## config.mk

```make
export PLATFORM = sky130hd
export DESIGN_NAME = instr_fetch_unit
export DESIGN_NICKNAME = d
export VERILOG_FILES = /design/src/rtl/cpu_pkg.sv /design/src/rtl/program_counter.sv /design/src/rtl/instr_fetch_unit.sv
export SDC_FILE = /design/constraint.sdc
export NUM_CORES = 1
export LEC_CHECK = 0
export CAP_MARGIN = 10
export CORE_MARGIN = 2
export CORE_UTILIZATION = 42
export CTS_CLUSTER_SIZE = 8
export DETAILED_ROUTE_END_ITERATION = 10
export GPL_ROUTABILITY_DRIVEN = 0
export GPL_TIMING_DRIVEN = 0
export PLACE_DENSITY_LB_ADDON = 0.2
export SETUP_SLACK_MARGIN = 0.15
export SLEW_MARGIN = 25
export SYNTH_ARGS = -nofsm -noshare
export SYNTH_HDL_FRONTEND = slang
export SYNTH_SLANG_ARGS = --single-unit
```

## constraint.sdc

```tcl
create_clock -name clk -period 1.7 [get_ports clk]
set_clock_uncertainty 0.05 [all_clocks]
set_input_delay 0.34 -clock clk [delete_from_list [all_inputs] [get_ports clk]]
set_output_delay 0.34 -clock clk [all_outputs]
set_load 0.01 [all_outputs]
```

## src/rtl/cpu_pkg.sv

```systemverilog
// Shared definitions for the 16-bit CPU front end.
// Latency: none, constants and types only.
// Backpressure: not applicable.
package cpu_pkg;

  localparam int INSTR_W = 16;

  // Instruction field positions
  localparam int OPC_MSB = 15;
  localparam int OPC_LSB = 10;
  localparam int IMM_MSB = 9;
  localparam int IMM_LSB = 0;

  localparam logic [OPC_MSB-OPC_LSB:0] OPCODE_HALT = 6'b111111;

  typedef enum logic [1:0] {
    S_IDLE  = 2'd0,
    S_FETCH = 2'd1,
    S_ISSUE = 2'd2,
    S_HALT  = 2'd3
  } fetch_state_t;

endpackage

```

## src/rtl/program_counter.sv

```systemverilog
// Program counter register: reset load, wrapping increment, branch load.
// Latency: new value visible one clk after inc/load.
// Backpressure: holds value whenever neither inc nor load is asserted.
module program_counter #(
  parameter int                  PC_WIDTH = 10,
  parameter logic [PC_WIDTH-1:0] RESET_PC = '0
) (
  input  logic                clk,
  input  logic                rst_n,
  input  logic                inc,
  input  logic                load,
  input  logic [PC_WIDTH-1:0] load_val,
  output logic [PC_WIDTH-1:0] pc
);

  // Branch load wins over increment; increment wraps naturally at 2^PC_WIDTH
  always_ff @(posedge clk or negedge rst_n) begin
    if (!rst_n) begin
      pc <= RESET_PC;
    end else if (load) begin
      pc <= load_val;
    end else if (inc) begin
      pc <= pc + 1'b1;
    end
  end

endmodule

```

## src/rtl/instr_fetch_unit.sv

```systemverilog
// Fetch stage: PC, memory req/ack handshake, instruction register and field split.
// Latency: instr_valid rises the cycle after the mem_ack cycle.
// Backpressure: stall holds the issued instruction, PC and outputs frozen.
module instr_fetch_unit #(
  parameter int                  PC_WIDTH    = 10,
  parameter logic [PC_WIDTH-1:0] RESET_PC    = '0,
  parameter logic [5:0]          OPCODE_HALT = cpu_pkg::OPCODE_HALT
) (
  input  logic                        clk,
  input  logic                        rst_n,
  output logic                        mem_req,
  output logic [PC_WIDTH-1:0]         mem_addr,
  input  logic                        mem_ack,
  input  logic [cpu_pkg::INSTR_W-1:0] mem_rdata,
  input  logic                        stall,
  input  logic                        branch_taken,
  input  logic [PC_WIDTH-1:0]         branch_target,
  output logic                        instr_valid,
  output logic [cpu_pkg::INSTR_W-1:0] instr,
  output logic [5:0]                  opcode,
  output logic [9:0]                  imm10,
  output logic [PC_WIDTH-1:0]         pc_out,
  output logic                        halt
);

  import cpu_pkg::*;

  fetch_state_t        state;
  logic [PC_WIDTH-1:0] pc;
  logic                pc_inc;
  logic                pc_load;

  // PC advances when a fetch completes and reloads on an unstalled branch
  assign pc_inc  = (state == S_FETCH) && mem_ack;
  assign pc_load = (state == S_ISSUE) && !stall && branch_taken;

  program_counter #(
    .PC_WIDTH (PC_WIDTH),
    .RESET_PC (RESET_PC)
  ) u_pc (
    .clk      (clk),
    .rst_n    (rst_n),
    .inc      (pc_inc),
    .load     (pc_load),
    .load_val (branch_target),
    .pc       (pc)
  );

  // Address always reflects the PC register, so it is stable for the whole fetch
  assign mem_addr = pc;
  assign opcode   = instr[OPC_MSB:OPC_LSB];
  assign imm10    = instr[IMM_MSB:IMM_LSB];

  // Fetch FSM with the instruction register and registered control outputs
  always_ff @(posedge clk or negedge rst_n) begin
    if (!rst_n) begin
      state       <= S_IDLE;
      instr       <= '0;
      pc_out      <= '0;
      mem_req     <= 1'b0;
      instr_valid <= 1'b0;
      halt        <= 1'b0;
    end else begin
      case (state)
        S_IDLE: begin
          state   <= S_FETCH;
          mem_req <= 1'b1;
        end
        S_FETCH: begin
          if (mem_ack) begin
            instr       <= mem_rdata;
            pc_out      <= pc;
            state       <= S_ISSUE;
            mem_req     <= 1'b0;
            instr_valid <= 1'b1;
          end
        end
        S_ISSUE: begin
          if (!stall) begin
            instr_valid <= 1'b0;
            // A taken branch overrides a HALT opcode in the same slot
            if (branch_taken || (opcode != OPCODE_HALT)) begin
              state   <= S_FETCH;
              mem_req <= 1'b1;
            end else begin
              state <= S_HALT;
              halt  <= 1'b1;
            end
          end
        end
        S_HALT: begin
          state <= S_HALT;
        end
        default: begin
          state       <= S_IDLE;
          mem_req     <= 1'b0;
          instr_valid <= 1'b0;
          halt        <= 1'b0;
        end
      endcase
    end
  end

endmodule

```

* After elaboration in Yosys (flattened, before gate mapping)
Cells that the tools add are included.
Storage, ports and cells: memory bits (writable) 0, output and inout port bits 55, latch bits 0, memories kept 0, bits in read-only memories 0, bits in registers 41
Cells by class: shifts and indexed selects 0, multiply operators 0, muxes and demuxes 13, bitwise operators 2, magnitude comparators 0, $add $sub $neg 1, equal/unequal tests 7, divide/modulo/power cells 0, reductions and logical operators 14
Operators by type and width (number):
- 10-bit two-way mux | 2
- 10-bit by 1-bit adder with 10-bit output (second input constant) | 1
- 2-bit one-hot mux with 4 select lines | 1
- 2-bit two-way mux | 3
- 6-bit inequality test (second input constant) | 1
- 3-bit AND reduction | 2
- 1-bit two-way mux | 5
- 2-bit equality test (second input constant) | 2
- 2-bit inequality test (second input constant) | 2
- 2-bit AND reduction | 2
- 4-bit AND reduction | 1
- 2-bit nonzero test | 2
- 1-bit logical AND | 3
- 1-bit one-hot mux with 3 select lines | 1
- 3-bit nonzero test | 1
- 2-bit by 1-bit equality test with 1-bit output (second input constant) | 1
- 2-bit logical NOT | 1
- 2-bit by 1-bit inequality test with 1-bit output (second input constant) | 1
- 1-bit NOT | 2
- 1-bit one-hot mux with 2 select lines | 1
- 1-bit logical NOT | 1
- 1-bit logical OR | 1

* Logic depth before layout (Yosys ltp)
depth after elaboration 5, gate-level depth with buffers 6, mapped depth without buffers 4

* Cells and area by module
From an unflattened synthesis, not the netlist that was laid out.
Second synthesis, totals: cells, all modules 154, area, all modules 1885.6 µm²
Modules (own cells, without submodules):
- instr_fetch_unit | area an instance 1318.8 µm², sequential area each 775.7 µm², cells each 93, instances 1
- program_counter | area an instance 566.8 µm², sequential area each 250.2 µm², cells each 61, instances 1

* Worst setup path before layout
No wires, ideal clock.
kind register to register, from register state[0], to register u_pc.pc[4], cell stages (with the launch flop) 6, arrival time 1.295 ns, data required time 1.524 ns, slack 0.230 ns, buffers on the path 2, path through dfrtp_1 -> buf_4 -> nor4bb_1 -> buf_2 -> mux2i_1 -> a221o_1
On the way: word-level cells in the longest chain between the ends 4, elaborated cells on any way between the ends 7, those cells by class 2 x eq/ne; 1 x mux; 4 x reduce/logical
RTL lines:
- start, declared | line instr_fetch_unit.sv:28 | fetch_state_t state;
- start signal, assigned | line instr_fetch_unit.sv:57 | state <= S_IDLE;
- start signal, assigned | line instr_fetch_unit.sv:66 | state <= S_FETCH;
- start signal, assigned | line instr_fetch_unit.sv:73 | state <= S_ISSUE;
- 2-bit equality test | line instr_fetch_unit.sv:35 | assign pc_load = (state == S_ISSUE) && !stall && branch_taken;
- 1-bit logical AND (2 in a row) | line instr_fetch_unit.sv:35
- 10-bit two-way mux / 2-bit nonzero test (equally long branches)
- end signal, assigned | line program_counter.sv:21 | pc <= load_val;
- end signal, assigned | line program_counter.sv:23 | pc <= pc + 1'b1;
- end, declared | line program_counter.sv:13 | output logic [PC_WIDTH-1:0] pc
Several ways; a longest one is shown, not always the timed one. A chain may end at the register's enable or synchronous reset.

* Worst setup path after layout
from register instr[11] (netlist bit), to output opcode[1]
RTL lines:
- start, declared | line instr_fetch_unit.sv:19 | output logic [cpu_pkg::INSTR_W-1:0] instr,
- start signal, assigned | line instr_fetch_unit.sv:71 | instr <= mem_rdata;
- end, declared | line instr_fetch_unit.sv:20 | output logic [5:0] opcode,
No word-level cell between the ends.

==> results.rst <==
.. list-table::
   :header-rows: 1

   * - Metric
     - Value
   * - Leading cell type in the layout, fill and taps excluded
     - nand2_1
   * - Fraction of power consumed by combinational cells
     - 53.1%
   * - Cell taking the most area after synthesis
     - dfrtp_1
   * - Average footprint of a synthesized cell
     - 9.04 sq um
   * - Final Util
     - 71.0%
   * - Total routing usage reported by global routing
     - 20.6%
   * - Area enclosed by the die boundary
     - 5170 sq um
   * - Core area
     - 4380 sq um
   * - Int Pwr
     - 3280 uW
   * - Main area contributors after synthesis
     - dfrtp_1 53%, nand2_1 16%, buf_4 6.6%, o21ai_0 1.8%, nor2_1 1.6%
   * - Share of total power consumed by net switching
     - 37.9%
   * - Data required time at the worst endpoint
     - 1.31 ns
   * - First DRT Iteration DRCs
     - 79
   * - Flip-flop and latch count after synthesis
     - 41
   * - Critical path capture point type
     - output port
   * - TritonCTS Buffers
     - 5
   * - Finish-stage setup viols
     - 0
   * - Highest Clock Rate
     - 665 MHz
   * - Max IR drop VDD
     - 0.918 mV
   * - Routed WL per cell
     - 13.8 microns
   * - Cell count after synthesis
     - 214
   * - Layout filler cell count
     - 356
   * - Relative slew slack
     - 77.4%
   * - Clock Sinks
     - 41
   * - Reported leakage power
     - 0.00163 uW
   * - FF/Latch Area
     - 1030 sq um
   * - Die span in x
     - 71.9 microns
   * - Clock tree from TritonCTS
     - done
   * - Fin nets
     - 357
   * - Clock slew at reported path FFs
     - 0.08 ns
   * - Total nets after synthesis
     - 246
   * - Crit path launch type
     - register
   * - # diodes
     - 0
   * - Number of global-route vias before repair
     - 1758
   * - Portion of the clock cycle consumed by the worst path in the final layout
     - 88.5%
   * - Net Switching
     - 2000 uW
   * - Share of power burned in the clock network
     - 13.6%
   * - Launch point of the worst path
     - instr[11]
   * - Least-Margin Pin Slew
     - 0.339 ns
   * - Commonest cells after routing, fill and taps aside
     - 82 x nand2_1, 55 x dlygate4sd2_1, 36 x dfrtp_1
   * - Pin count of the biggest net entering global routing
     - 30
   * - Antenna-violating nets left
     - 0
   * - Critical Setup Path Class
     - reg -> out
   * - Total overflow reported by the global router
     - 0
   * - Vertical extent of the die
     - 71.9 microns
   * - Crit Path Max Fanout
     - 4
   * - Netlist area before placement
     - 1940 sq um
   * - Unrepaired setup endpoints after global routing
     - yes
   * - I/O Pins
     - 86
   * - Sum of net half-perimeters after detailed placement
     - 3.56 mm
   * - Critical Path AT
     - 1.11 ns
   * - Clock tree root buffer cell
     - clkbuf_8
   * - Largest buffer count on any clock path
     - 2
   * - Per-cell via count in the routed design
     - 5.05
   * - Final routed DRC violation total
     - 0
   * - Outcome
     - completed
   * - Yosys cell types
     - 40
   * - Post-layout min period
     - 1.50 ns
   * - WHS
     - 0.423 ns
   * - Sequential fraction of the synthesis area
     - 53.0%
   * - Clock insertion delay at the later pin of the skew report
     - 0.29 ns
   * - Part of the total power dissipated in sequential elements
     - 33.3%
   * - Warning count from the yosys run
     - 0
   * - Power after layout
     - 5270 uW
   * - Worst reg2reg startpoint
     - state[1]
   * - Final hold violation count
     - 0
   * - MaxCap Viol Count
     - 0
   * - Detailed-route wire length
     - 5.23 mm
   * - Effective utilization at floorplan
     - 44.1%
   * - Power density of the placed cells
     - 1690 nW/um^2
   * - Pins Over Slew Limit
     - 0
   * - Total number of placement rows
     - 24
   * - Area overhead of the layout relative to synthesis
     - 60.8%
   * - Combined area of the multi-input logic cells
     - 758 sq um
   * - Global-route wire length before repair
     - 8.23 mm
   * - Via Count
     - 1908
   * - Number of search-and-repair iterations in the first detailed-routing pass
     - 5
   * - Path category of the worst min-delay check
     - in -> async
   * - Port Buf Inserts
     - 85
   * - CTS H-tree lvls
     - 2
   * - Initial antenna violation count
     - 0
   * - Fraction of layout instances using a drive strength above 1
     - 19.6%
   * - Synth top area share
     - 53.0%
-- worst max-delay path, cell delays in order (launching register included) --
cell and delay (ns):
dfrtp_1 0.41, buf_4 0.14, dlygate4sd2_1 0.28
-- synthesized netlist by cell type (all sizes together) --
library cell / n
nand2: 82
dfrtp: 41
buf: 23
nor2: 8
o21ai: 7
clkbuf: 4
inv: 4
nand3: 4
a31oi: 3
nand4: 3
o31ai: 3
or4: 3
a311oi: 2
nand4b: 2
nor3: 2
o31a: 2
or3: 2
a211oi: 1
a21o: 1
a21oi: 1
a221o: 1
a22oi: 1
a31o: 1
a32oi: 1
and2: 1
and3: 1
and3b: 1
ha: 1
mux2i: 1
nand3b: 1
nand4bb: 1
nor4: 1
nor4bb: 1
o311ai: 1
xnor2: 1
xor2: 1
-- power groups by stage --
stage	clock, uW	combinational (uW)	sequential, uW
floorplan	0	1110	1990
global route	768	3060	1830
detailed placement	0	2780	1860
global placement	0	2710	1840
finish	717	2800	1760
CTS	728	2640	1770
-- worst paths after layout --
check	slack [ns]	depth (start not counted)	end
max	0.20	2	opcode[1]
min	0.42	2	instr[3]
max reg2reg	0.20	4	u_pc.pc[5]
min reg2reg	0.42	2	pc_out[9]
max in group asynchronous	0.69	3	state[1]
min in group clk	0.42	2	pc_out[9]
-- kinds of logic after synthesis --
kind of cell    synth area share [%]
compound gates                  9.05
simple gates                    25.9
mux                            0.517
flops                           53.0
xor+xnor                       0.905
fa+ha+maj                      0.646
buf+inv                         9.95
-- sequential cells by signal, indices dropped and copies added, names as in the netlist --
| name | cells |
|---|---|
| instr | 16 |
| pc_out | 10 |
| u_pc.pc | 10 |
| state | 2 |
| halt | 1 |
| instr_valid | 1 |
| mem_req | 1 |
-- routing by layer --
| metal | global-route usage, % | routed length, microns | up-vias |
|---|---|---|---|
| li1 | - | - | 925 |
| met1 | 27.0 | 2300 | 889 |
| met2 | 32.2 | 2410 | 85 |
| met3 | 5.63 | 430 | 9 |
| met4 | 9.22 | 88 | 0 |
| met5 | 0 | 0 | - |
-- repair_timing --
action	CTS	global route
endpoints found under the setup margin	73	31
hold buffers	1	0
resized for setup	67	16
pin swaps	0	3
endpoints found under the hold margin	12	0
setup buffers	11	6
-- per-stage QoR --
stage                     worst slack (ns)  area, sq um  instances  TNS, ns
final                                0.196         3110        378        0
after floorplan                      0.230         1940        214        0
after CTS                          0.00393         3010        372        0
after global placement              -0.848         2850        351   -41.49
after detailed placement            -0.341         2870        352    -7.07
after global routing                 0.119         3110        378        0
-- layout make-up --
class	instances	area share, %
sequential	41	33.2
timing repair buffer	104	30.3
clock buffer	7	3.10
inverter	4	0.483
clock inverter	1	0.161
multi-input combinational	142	24.4
tap	52	2.09
buffer	27	6.31
(Power assumes the default switching activity.)
